### src/rtl/alu_core_pkg.sv
// alu_core_pkg: shared definitions for the ALU execution stage.
//   ALU_WIDTH    default datapath width
//   alu_op_e     3-bit operation codes (OP_ADD..OP_MUL)
//   F_Z..F_V     bit positions inside the 4-bit flag word {Z,N,C,V}
//   mul_state_e  states of the sequential multiplier
package alu_core_pkg;

    localparam int unsigned ALU_WIDTH = 8;

    typedef enum logic [2:0] {
        OP_ADD = 3'b000,
        OP_SUB = 3'b001,
        OP_AND = 3'b010,
        OP_OR  = 3'b011,
        OP_XOR = 3'b100,
        OP_SHL = 3'b101,
        OP_SHR = 3'b110,
        OP_MUL = 3'b111
    } alu_op_e;

    localparam int unsigned F_Z = 3;
    localparam int unsigned F_N = 2;
    localparam int unsigned F_C = 1;
    localparam int unsigned F_V = 0;

    typedef enum logic [1:0] {
        MUL_IDLE,
        MUL_RUN,
        MUL_DONE
    } mul_state_e;

endpackage

### src/rtl/alu_core_if.sv
// alu_core_if: operand/control bus between the control unit and the ALU stage.
//   a, b, op         operands and operation code
//   la, lb, lf       load strobes for reg_a, reg_b and the flag register
//   result           combinational ALU result
//   reg_a, reg_b     accumulator registers
//   flags            registered {Z,N,C,V}
//   busy, done       multiplier handshake
// Modports: master drives operands/strobes, slave is the ALU stage.
interface alu_core_if #(
    parameter int unsigned WIDTH = 8
) ();

    logic [WIDTH-1:0] a;
    logic [WIDTH-1:0] b;
    logic [2:0]       op;
    logic             la;
    logic             lb;
    logic             lf;
    logic [WIDTH-1:0] result;
    logic [WIDTH-1:0] reg_a;
    logic [WIDTH-1:0] reg_b;
    logic [3:0]       flags;
    logic             busy;
    logic             done;

    modport master (
        output a, b, op, la, lb, lf,
        input  result, reg_a, reg_b, flags, busy, done
    );

    modport slave (
        input  a, b, op, la, lb, lf,
        output result, reg_a, reg_b, flags, busy, done
    );

endinterface

### src/rtl/alu_mul_seq.sv
// alu_mul_seq: sequential shift-add multiplier, one partial product per cycle.
//   clk, rst_n   clock, asynchronous active-low reset
//   start        accepted only in IDLE; latches a and b
//   a, b         WIDTH-bit unsigned operands
//   busy         high while the WIDTH shift-add steps run
//   done         high for the single DONE cycle; product is valid then
//   product      2*WIDTH-bit unsigned product
module alu_mul_seq
    import alu_core_pkg::*;
#(
    parameter int unsigned WIDTH = ALU_WIDTH
) (
    input  logic               clk,
    input  logic               rst_n,
    input  logic               start,
    input  logic [WIDTH-1:0]   a,
    input  logic [WIDTH-1:0]   b,
    output logic               busy,
    output logic               done,
    output logic [2*WIDTH-1:0] product
);

    localparam int unsigned    CW   = (WIDTH > 1) ? $clog2(WIDTH) : 1;
    localparam logic [CW-1:0]  LAST = CW'(WIDTH - 1);

    mul_state_e         state_q, state_d;
    logic [CW-1:0]      cnt_q;
    logic [2*WIDTH-1:0] mcand_q;
    logic [WIDTH-1:0]   mplier_q;
    logic [2*WIDTH-1:0] prod_q;

    always_ff @(posedge clk or negedge rst_n) begin
        if (!rst_n) begin
            state_q <= MUL_IDLE;
        end else begin
            state_q <= state_d;
        end
    end

    always_comb begin
        state_d = state_q;
        busy    = 1'b0;
        done    = 1'b0;
        unique case (state_q)
            MUL_IDLE: begin
                if (start) begin
                    state_d = MUL_RUN;
                end
            end
            MUL_RUN: begin
                busy = 1'b1;
                if (cnt_q == LAST) begin
                    state_d = MUL_DONE;
                end
            end
            MUL_DONE: begin
                done    = 1'b1;
                state_d = MUL_IDLE;
            end
            default: state_d = MUL_IDLE;
        endcase
    end

    // Multiplicand shifts left while the multiplier shifts right; its LSB
    // decides whether the current multiplicand is accumulated.
    always_ff @(posedge clk or negedge rst_n) begin
        if (!rst_n) begin
            cnt_q    <= '0;
            mcand_q  <= '0;
            mplier_q <= '0;
            prod_q   <= '0;
        end else if (state_q == MUL_IDLE && start) begin
            cnt_q    <= '0;
            mcand_q  <= {{WIDTH{1'b0}}, a};
            mplier_q <= b;
            prod_q   <= '0;
        end else if (state_q == MUL_RUN) begin
            if (mplier_q[0]) begin
                prod_q <= prod_q + mcand_q;
            end
            mcand_q  <= {mcand_q[2*WIDTH-2:0], 1'b0};
            mplier_q <= {1'b0, mplier_q[WIDTH-1:1]};
            cnt_q    <= cnt_q + CW'(1);
        end
    end

    assign product = prod_q;

endmodule

### src/rtl/alu_core.sv
// alu_core: ALU execution stage with accumulators A/B and a registered flag word.
//   clk, rst_n   clock, asynchronous active-low reset
//   bus          alu_core_if.slave: a, b, op, la, lb, lf in;
//                result, reg_a, reg_b, flags {Z,N,C,V}, busy, done out
// Build option: define ALU_MUL_EN to include the sequential multiplier (op 111).
// Without it, op 111 is a NOP with result 0 and busy/done held low.
module alu_core
    import alu_core_pkg::*;
#(
    parameter int unsigned WIDTH = ALU_WIDTH
) (
    input  logic         clk,
    input  logic         rst_n,
    alu_core_if.slave    bus
);

    logic [WIDTH:0]     wide;
    logic [WIDTH-1:0]   alu_res;
    logic               alu_c;
    logic               alu_v;
    logic [3:0]         alu_flags;
    logic               alu_ld;

    logic [WIDTH-1:0]   reg_a_q;
    logic [WIDTH-1:0]   reg_b_q;
    logic [3:0]         flags_q;

    logic               mul_busy;
    logic               mul_done;
    logic [2*WIDTH-1:0] mul_product;
    logic [3:0]         mul_flags;

    always_comb begin
        wide    = '0;
        alu_res = '0;
        alu_c   = 1'b0;
        alu_v   = 1'b0;
        case (alu_op_e'(bus.op))
            OP_ADD: begin
                wide    = {1'b0, bus.a} + {1'b0, bus.b};
                alu_res = wide[WIDTH-1:0];
                alu_c   = wide[WIDTH];
                alu_v   = (bus.a[WIDTH-1] == bus.b[WIDTH-1]) &&
                          (alu_res[WIDTH-1] != bus.a[WIDTH-1]);
            end
            OP_SUB: begin
                // The extra MSB of the zero-extended difference is the borrow (a < b).
                wide    = {1'b0, bus.a} - {1'b0, bus.b};
                alu_res = wide[WIDTH-1:0];
                alu_c   = wide[WIDTH];
                alu_v   = (bus.a[WIDTH-1] != bus.b[WIDTH-1]) &&
                          (alu_res[WIDTH-1] != bus.a[WIDTH-1]);
            end
            OP_AND: alu_res = bus.a & bus.b;
            OP_OR:  alu_res = bus.a | bus.b;
            OP_XOR: alu_res = bus.a ^ bus.b;
            OP_SHL: begin
                alu_res = {bus.a[WIDTH-2:0], 1'b0};
                alu_c   = bus.a[WIDTH-1];
            end
            OP_SHR: begin
                alu_res = {1'b0, bus.a[WIDTH-1:1]};
                alu_c   = bus.a[0];
            end
            default: alu_res = '0;
        endcase
    end

    always_comb begin
        alu_flags      = '0;
        alu_flags[F_Z] = (alu_res == '0);
        alu_flags[F_N] = alu_res[WIDTH-1];
        alu_flags[F_C] = alu_c;
        alu_flags[F_V] = alu_v;
    end

    always_comb begin
        mul_flags      = '0;
        mul_flags[F_Z] = (mul_product == '0);
        mul_flags[F_N] = mul_product[2*WIDTH-1];
        mul_flags[F_C] = |mul_product[2*WIDTH-1:WIDTH];
    end

`ifdef ALU_MUL_EN
    logic mul_start;

    assign mul_start = (alu_op_e'(bus.op) == OP_MUL) && (bus.la || bus.lb || bus.lf);

    alu_mul_seq #(
        .WIDTH (WIDTH)
    ) u_mul (
        .clk     (clk),
        .rst_n   (rst_n),
        .start   (mul_start),
        .a       (bus.a),
        .b       (bus.b),
        .busy    (mul_busy),
        .done    (mul_done),
        .product (mul_product)
    );
`else
    assign mul_busy    = 1'b0;
    assign mul_done    = 1'b0;
    assign mul_product = '0;
`endif

    // Ordinary loads are blocked for the whole multiply, including the DONE
    // cycle where the product owns the register write ports.
    assign alu_ld = !mul_busy && !mul_done && (alu_op_e'(bus.op) != OP_MUL);

    always_ff @(posedge clk or negedge rst_n) begin
        if (!rst_n) begin
            reg_a_q <= '0;
            reg_b_q <= '0;
            flags_q <= '0;
        end else if (mul_done) begin
            reg_a_q <= mul_product[WIDTH-1:0];
            reg_b_q <= mul_product[2*WIDTH-1:WIDTH];
            flags_q <= mul_flags;
        end else if (alu_ld) begin
            if (bus.la) begin
                reg_a_q <= alu_res;
            end
            if (bus.lb) begin
                reg_b_q <= alu_res;
            end
            if (bus.lf) begin
                flags_q <= alu_flags;
            end
        end
    end

    assign bus.result = alu_res;
    assign bus.reg_a  = reg_a_q;
    assign bus.reg_b  = reg_b_q;
    assign bus.flags  = flags_q;
    assign bus.busy   = mul_busy;
    assign bus.done   = mul_done;

endmodule

### src/flat_wrapper.sv
// flat-port wrapper written by rule: the top's interface ports become plain ports
module alu_core_flat import alu_core_pkg::*;
#(
    parameter int unsigned WIDTH = ALU_WIDTH
)
  (clk, rst_n, bus_a, bus_b, bus_op, bus_la, bus_lb, bus_lf, bus_result, bus_reg_a, bus_reg_b, bus_flags, bus_busy, bus_done);
  alu_core_if #(.WIDTH(WIDTH)) bus_i ();
  input  logic clk;
  input  logic rst_n;
  input wire logic [$bits(bus_i.a)-1:0] bus_a;
  input wire logic [$bits(bus_i.b)-1:0] bus_b;
  input wire logic [$bits(bus_i.op)-1:0] bus_op;
  input wire logic [$bits(bus_i.la)-1:0] bus_la;
  input wire logic [$bits(bus_i.lb)-1:0] bus_lb;
  input wire logic [$bits(bus_i.lf)-1:0] bus_lf;
  output wire logic [$bits(bus_i.result)-1:0] bus_result;
  output wire logic [$bits(bus_i.reg_a)-1:0] bus_reg_a;
  output wire logic [$bits(bus_i.reg_b)-1:0] bus_reg_b;
  output wire logic [$bits(bus_i.flags)-1:0] bus_flags;
  output wire logic [$bits(bus_i.busy)-1:0] bus_busy;
  output wire logic [$bits(bus_i.done)-1:0] bus_done;
  assign bus_i.a = bus_a;
  assign bus_i.b = bus_b;
  assign bus_i.op = bus_op;
  assign bus_i.la = bus_la;
  assign bus_i.lb = bus_lb;
  assign bus_i.lf = bus_lf;
  assign bus_result = bus_i.result;
  assign bus_reg_a = bus_i.reg_a;
  assign bus_reg_b = bus_i.reg_b;
  assign bus_flags = bus_i.flags;
  assign bus_busy = bus_i.busy;
  assign bus_done = bus_i.done;
  alu_core #(.WIDTH(WIDTH)) u_core (.clk(clk), .rst_n(rst_n), .bus(bus_i));
endmodule
### config.mk
export PLATFORM = sky130hd
export DESIGN_NAME = alu_core_flat
export DESIGN_NICKNAME = d
export VERILOG_FILES = /design/src/rtl/alu_core_pkg.sv /design/src/rtl/alu_core_if.sv /design/src/rtl/alu_mul_seq.sv /design/src/rtl/alu_core.sv /design/src/flat_wrapper.sv
export SDC_FILE = /design/constraint.sdc
export NUM_CORES = 1
export LEC_CHECK = 0
export ABC_AREA = 1
export ABC_CLOCK_PERIOD_IN_PS = 4600
export CAP_MARGIN = 20
export CORE_UTILIZATION = 54
export DETAILED_ROUTE_END_ITERATION = 8
export GPL_TIMING_DRIVEN = 0
export MAX_ROUTING_LAYER = met4
export PLACE_DENSITY = 0.86
export SYNTH_ARGS = -nofsm -noshare
export SYNTH_HDL_FRONTEND = slang
export SYNTH_SLANG_ARGS = --single-unit
### constraint.sdc
create_clock -name clk -period 4.6 [get_ports clk]
set_input_delay 0.69 -clock clk [delete_from_list [all_inputs] [get_ports clk]]
set_output_delay 0.69 -clock clk [all_outputs]
set_load 0.02 [all_outputs]
# Yosys cells after proc, flatten, opt, wreduce, memory -nomap -nowiden
# Cells that the tools add are included.
[totals]
reg_bits = 20
latchBits = 0
ramBits = 0
mem_bits_ro = 0
in_bits = 24
out_inout_bits = 30
elab_cells = 29
n_memories = 0
[classes]
add_sub_neg = 2
mul = 0
div = 0
n_lt_le_gt_ge = 0
eq_ne = 11
shift = 0
mux = 3
n_bitwise = 3
reduce_logical = 7
[ops]
columns = ["operator", "n"]
rows = [
  ["$pmux 8 s7", 1],
  ["$add 8x8->9", 1],
  ["$eq 3x3->1 const B", 3],
  ["$sub 8x8->9", 1],
  ["$and 8x8->8", 1],
  ["$logic_not 8->1", 1],
  ["$or 8x8->8", 1],
  ["$xor 8x8->8", 1],
  ["$eq 3x2->1 const B", 2],
  ["$reduce_and 2->1", 3],
  ["$pmux 1 s4", 1],
  ["$eq 3x1->1 const B", 1],
  ["$logic_not 3->1", 1],
  ["$ne 1x1->1", 3],
  ["$ne 3x3->1 const B", 1],
  ["$logic_and 1x1->1", 2],
  ["$pmux 1 s2", 1],
  ["$eq 1x1->1", 1],
]

# Depth between registers and ports, before layout
[logic_depth]
depth_word = 4
mapped_depth = 15

# Least setup slack after synthesis
# Ideal clock, no wire load.
[synth_timing]
path_kind = "in2out"
startpoint = "input port bus_a[0]"
endpoint = "output port bus_result[6]"
arrival_ns = 2.155
required_ns = 3.910
setup_slack_ns = 1.755
cell_stages = 12
n_path_buf = 0
cell_sequence = "inv_1 ha_1 fa_1 nand3b_1 nand2_1 nand2_1 nand3_1 nand2_1 nand2_1 nand2_1 a21oi_1 inv_1"
[synth_via]
elab_chain_len = 2
[synth_rtl]
columns = ["element", "line", "text"]
rows = [
  ["start, declared", "flat_wrapper.sv:10", "input wire logic [$bits(bus_i.a)-1:0] bus_a;"],
  ["$sub 8x8->9 / $add 8x8->9 (equally long branches)", "alu_core.sv:48, alu_core.sv:40", ""],
  ["$pmux 8 s7 (*)", "alu_core.sv:38", "case (alu_op_e'(bus.op))"],
  ["end, declared", "flat_wrapper.sv:16", "output wire logic [$bits(bus_i.result)-1:0] bus_result;"],
]
# Mark *: on every way between the ends. The rest lies on a longest branch, timed or not.

# Worst setup path after layout
# Ends and elaborated chain as after synthesis.

==> reports/results.ini <==
[floorplanning]
start_util_pct=58.2
die_w_um=65.7
rows=22
core_area_um2=3770
io_pins=54
die_area_um2=4320
die_h_um=65.7

[detailed_routing]
drc=0
first_iter_violations=233
wl_per_cell_um=14.1
drt-pass1-iter-count=5
detail_route.wirelength_um=6340
drtAntennaViolNets=0
vias=2497
vias_per_cell=5.57

[power]
power.leakage_nw=1.52
ir_drop_v=0.000120
power_density_nw_per_um2=259

[sta]
setup_viol=0
post-route-period-util_pct=95.1
rsz0062_at_grt=no
timing.fmax_mhz=229
slew_violations=0
final_critical_path_setup_slack_ns=0.225
worst_pin_slew_ns=0.869
fin_skew_ns=0
setup_tns_ns=0
maxSlewHeadroom_pct=41.9
hold_viol=0
fin_crit_ns=4.37

[synthesis]
ys_types=27
seq_area_frac_synth_pct=22.8
synth_edf_count=0
synth_seq_cells=20
ys_async_sr_fraction_pct=100
netlist_area_um2=2190
ys_warn_count=0
synth-main-ff-cell=dfrtp_1
synth_area_per_cell_um2=6.38
syn-instance-count=344

[critical_path]
criticalPathCategory=input port to output pin
cp_data_arrival_time_ns=3.68
worst-path-max-fanout=4
worstSetupEndpointType=output pin
crit_path_start_kind=input port
crit_required_ns=3.91

[grt]
grt-ovfl-total=0
grt_pass1_vias=2378
grt_start_max_net_pins=21
antenna_found_initial=0
track_usage_pct=32.6
grt_pass1_wl_um=10600

[placement]
dp_hpwl_um=4870
io_buffer_count=51
place.gp.congestion=0.955
place_inst=444
pre_cts_ws_ns=0.329

[finish]
nNetsFinal=451
drive_gt1_share_pct=6.50
area.growth.synth_to_final_pct=29.4
layout.cells.most_common_list=nand2_1 (96), clkdlybuf4s50_1 (51), inv_1 (50), nand3_1 (34), nor2_1 (33)
n_antenna_cell=0
finalNonFillerCells=448
n_fill_cell=329
layout_commonest_cell=nand2_1

[min_path]
holdCritPathClass=register to register

[clock_network]
htreeDepth=1
holdBufCountCts=0
post-cts-setup-buffer-count=0
clk_latency_ns=0.26
root_buffer=clkbuf_8
post_cts_resized=0
cts_tree=yes
clk_path_buf_depth=2
cts_made_buffers=3
path_clk_slew_ns=0.08
clkSinkCount=20

[status]
status=complete, no violations

[flow_run]
cap_violations=0

synthesized netlist by cell type (3+ instances only):
| cell | n | area, um^2 |
|---|---|---|
| nand3_1 | 34 | 170 |
| nor3_1 | 4 | 20.0 |
| a31oi_1 | 4 | 25.0 |
| buf_4 | 8 | 60.1 |
| ha_1 | 24 | 300 |
| o22ai_1 | 5 | 31.3 |
| inv_1 | 50 | 188 |
| dfrtp_1 | 20 | 500 |
| nand4_1 | 13 | 81.3 |
| a21oi_1 | 11 | 55.1 |
| o21ai_0 | 17 | 85.1 |
| nor2_1 | 33 | 124 |
| inv_2 | 3 | 11.3 |
| nor2_2 | 5 | 31.3 |
| nand2_1 | 96 | 360 |
worst max-delay path, cell delays in order:
cell	delay [ns]
clkdlybuf4s50_1	0.51
inv_1	0.10
ha_1	0.23
fa_1	0.44
nand3b_1	0.19
nand2_1	0.12
nand2_1	0.10
nand3_1	0.08
nand2_1	0.05
nand2_1	0.05
nand2_1	0.04
a21oi_1	0.36
inv_1	0.12
clkdlybuf4s50_1	0.59
cell type report:
cell class / count / area [um^2] / share of cell area (%)
inverters: 53 / 199 / 7.01
well taps: 48 / 60.1 / 2.12
multi-input cells: 259 / 1400 / 49.4
repair buffers: 51 / 510 / 18.0
plain buffers: 13 / 95.1 / 3.35
clock buffers: 3 / 41.3 / 1.45
flip-flops and latches: 20 / 500 / 17.6
clock inverters: 1 / 30.0 / 1.06
sequential cells by signal, summed over array words and instances, names as in the netlist:
| signal | count |
|---|---|
| u_core.bus.reg_a | 8 |
| u_core.bus.flags | 4 |
| u_core.bus.reg_b | 8 |
report_power, final:
part | leakage, nW | switching, W | internal, W
Clock | 0.0357 | 0.0000601 | 0.000116
Combinational | 1.23 | 0.000200 | 0.000143
Sequential | 0.252 | 0.0000159 | 0.000202
final timing paths:
kind / start / endpoint / slack, ns / cells after the start
setup / recovery: bus_a[0] / bus_result[6] / 0.23 / 14
hold / removal: u_core.bus.flags[0] / u_core.bus.flags[0] / 0.49 / 2
setup reg to reg: u_core.bus.reg_b[6] / u_core.bus.reg_b[6] / 3.88 / 2
hold reg to reg: u_core.bus.flags[0] / u_core.bus.flags[0] / 0.49 / 2
max in group asynchronous: rst_n / u_core.bus.reg_a[4] / 3.14 / 1
min in group asynchronous: rst_n / u_core.bus.reg_a[6] / 0.92 / 1
kinds of logic after synthesis:
family,count (synthesis),synth area share (%)
compound gates,41,10.4
other cells,1,0.171
xor+xnor,1,0.399
fa+ha+maj,26,15.5
buf+inv,66,13.4
flops,20,22.8
simple gates,189,37.3
layer usage:
metal  GRT usage [%]  vias to the layer above  wire [um]
li1                -                     1210          -
met1            38.3                     1131       2450
met2            57.1                      139       3230
met3            3.82                       17        525
met4            10.9                        0        127
met5               -                        -          0
stage by stage:
step | cell area [um^2] | total power (W) | hold slack (ns) | utilization [%]
floorplan | 2200 | 0.000412 | 0.394 | -
finish | 2840 | 0.000737 | 0.492 | 75.3
global placement | 2770 | 0.000547 | 0.466 | 73.4
global route | 2840 | 0.000779 | 0.530 | 75.3
CTS | 2840 | 0.000732 | 0.494 | 75.3
detailed placement | 2770 | 0.000556 | 0.467 | 73.4
Note: power is estimated with default switching activity, not from simulation.
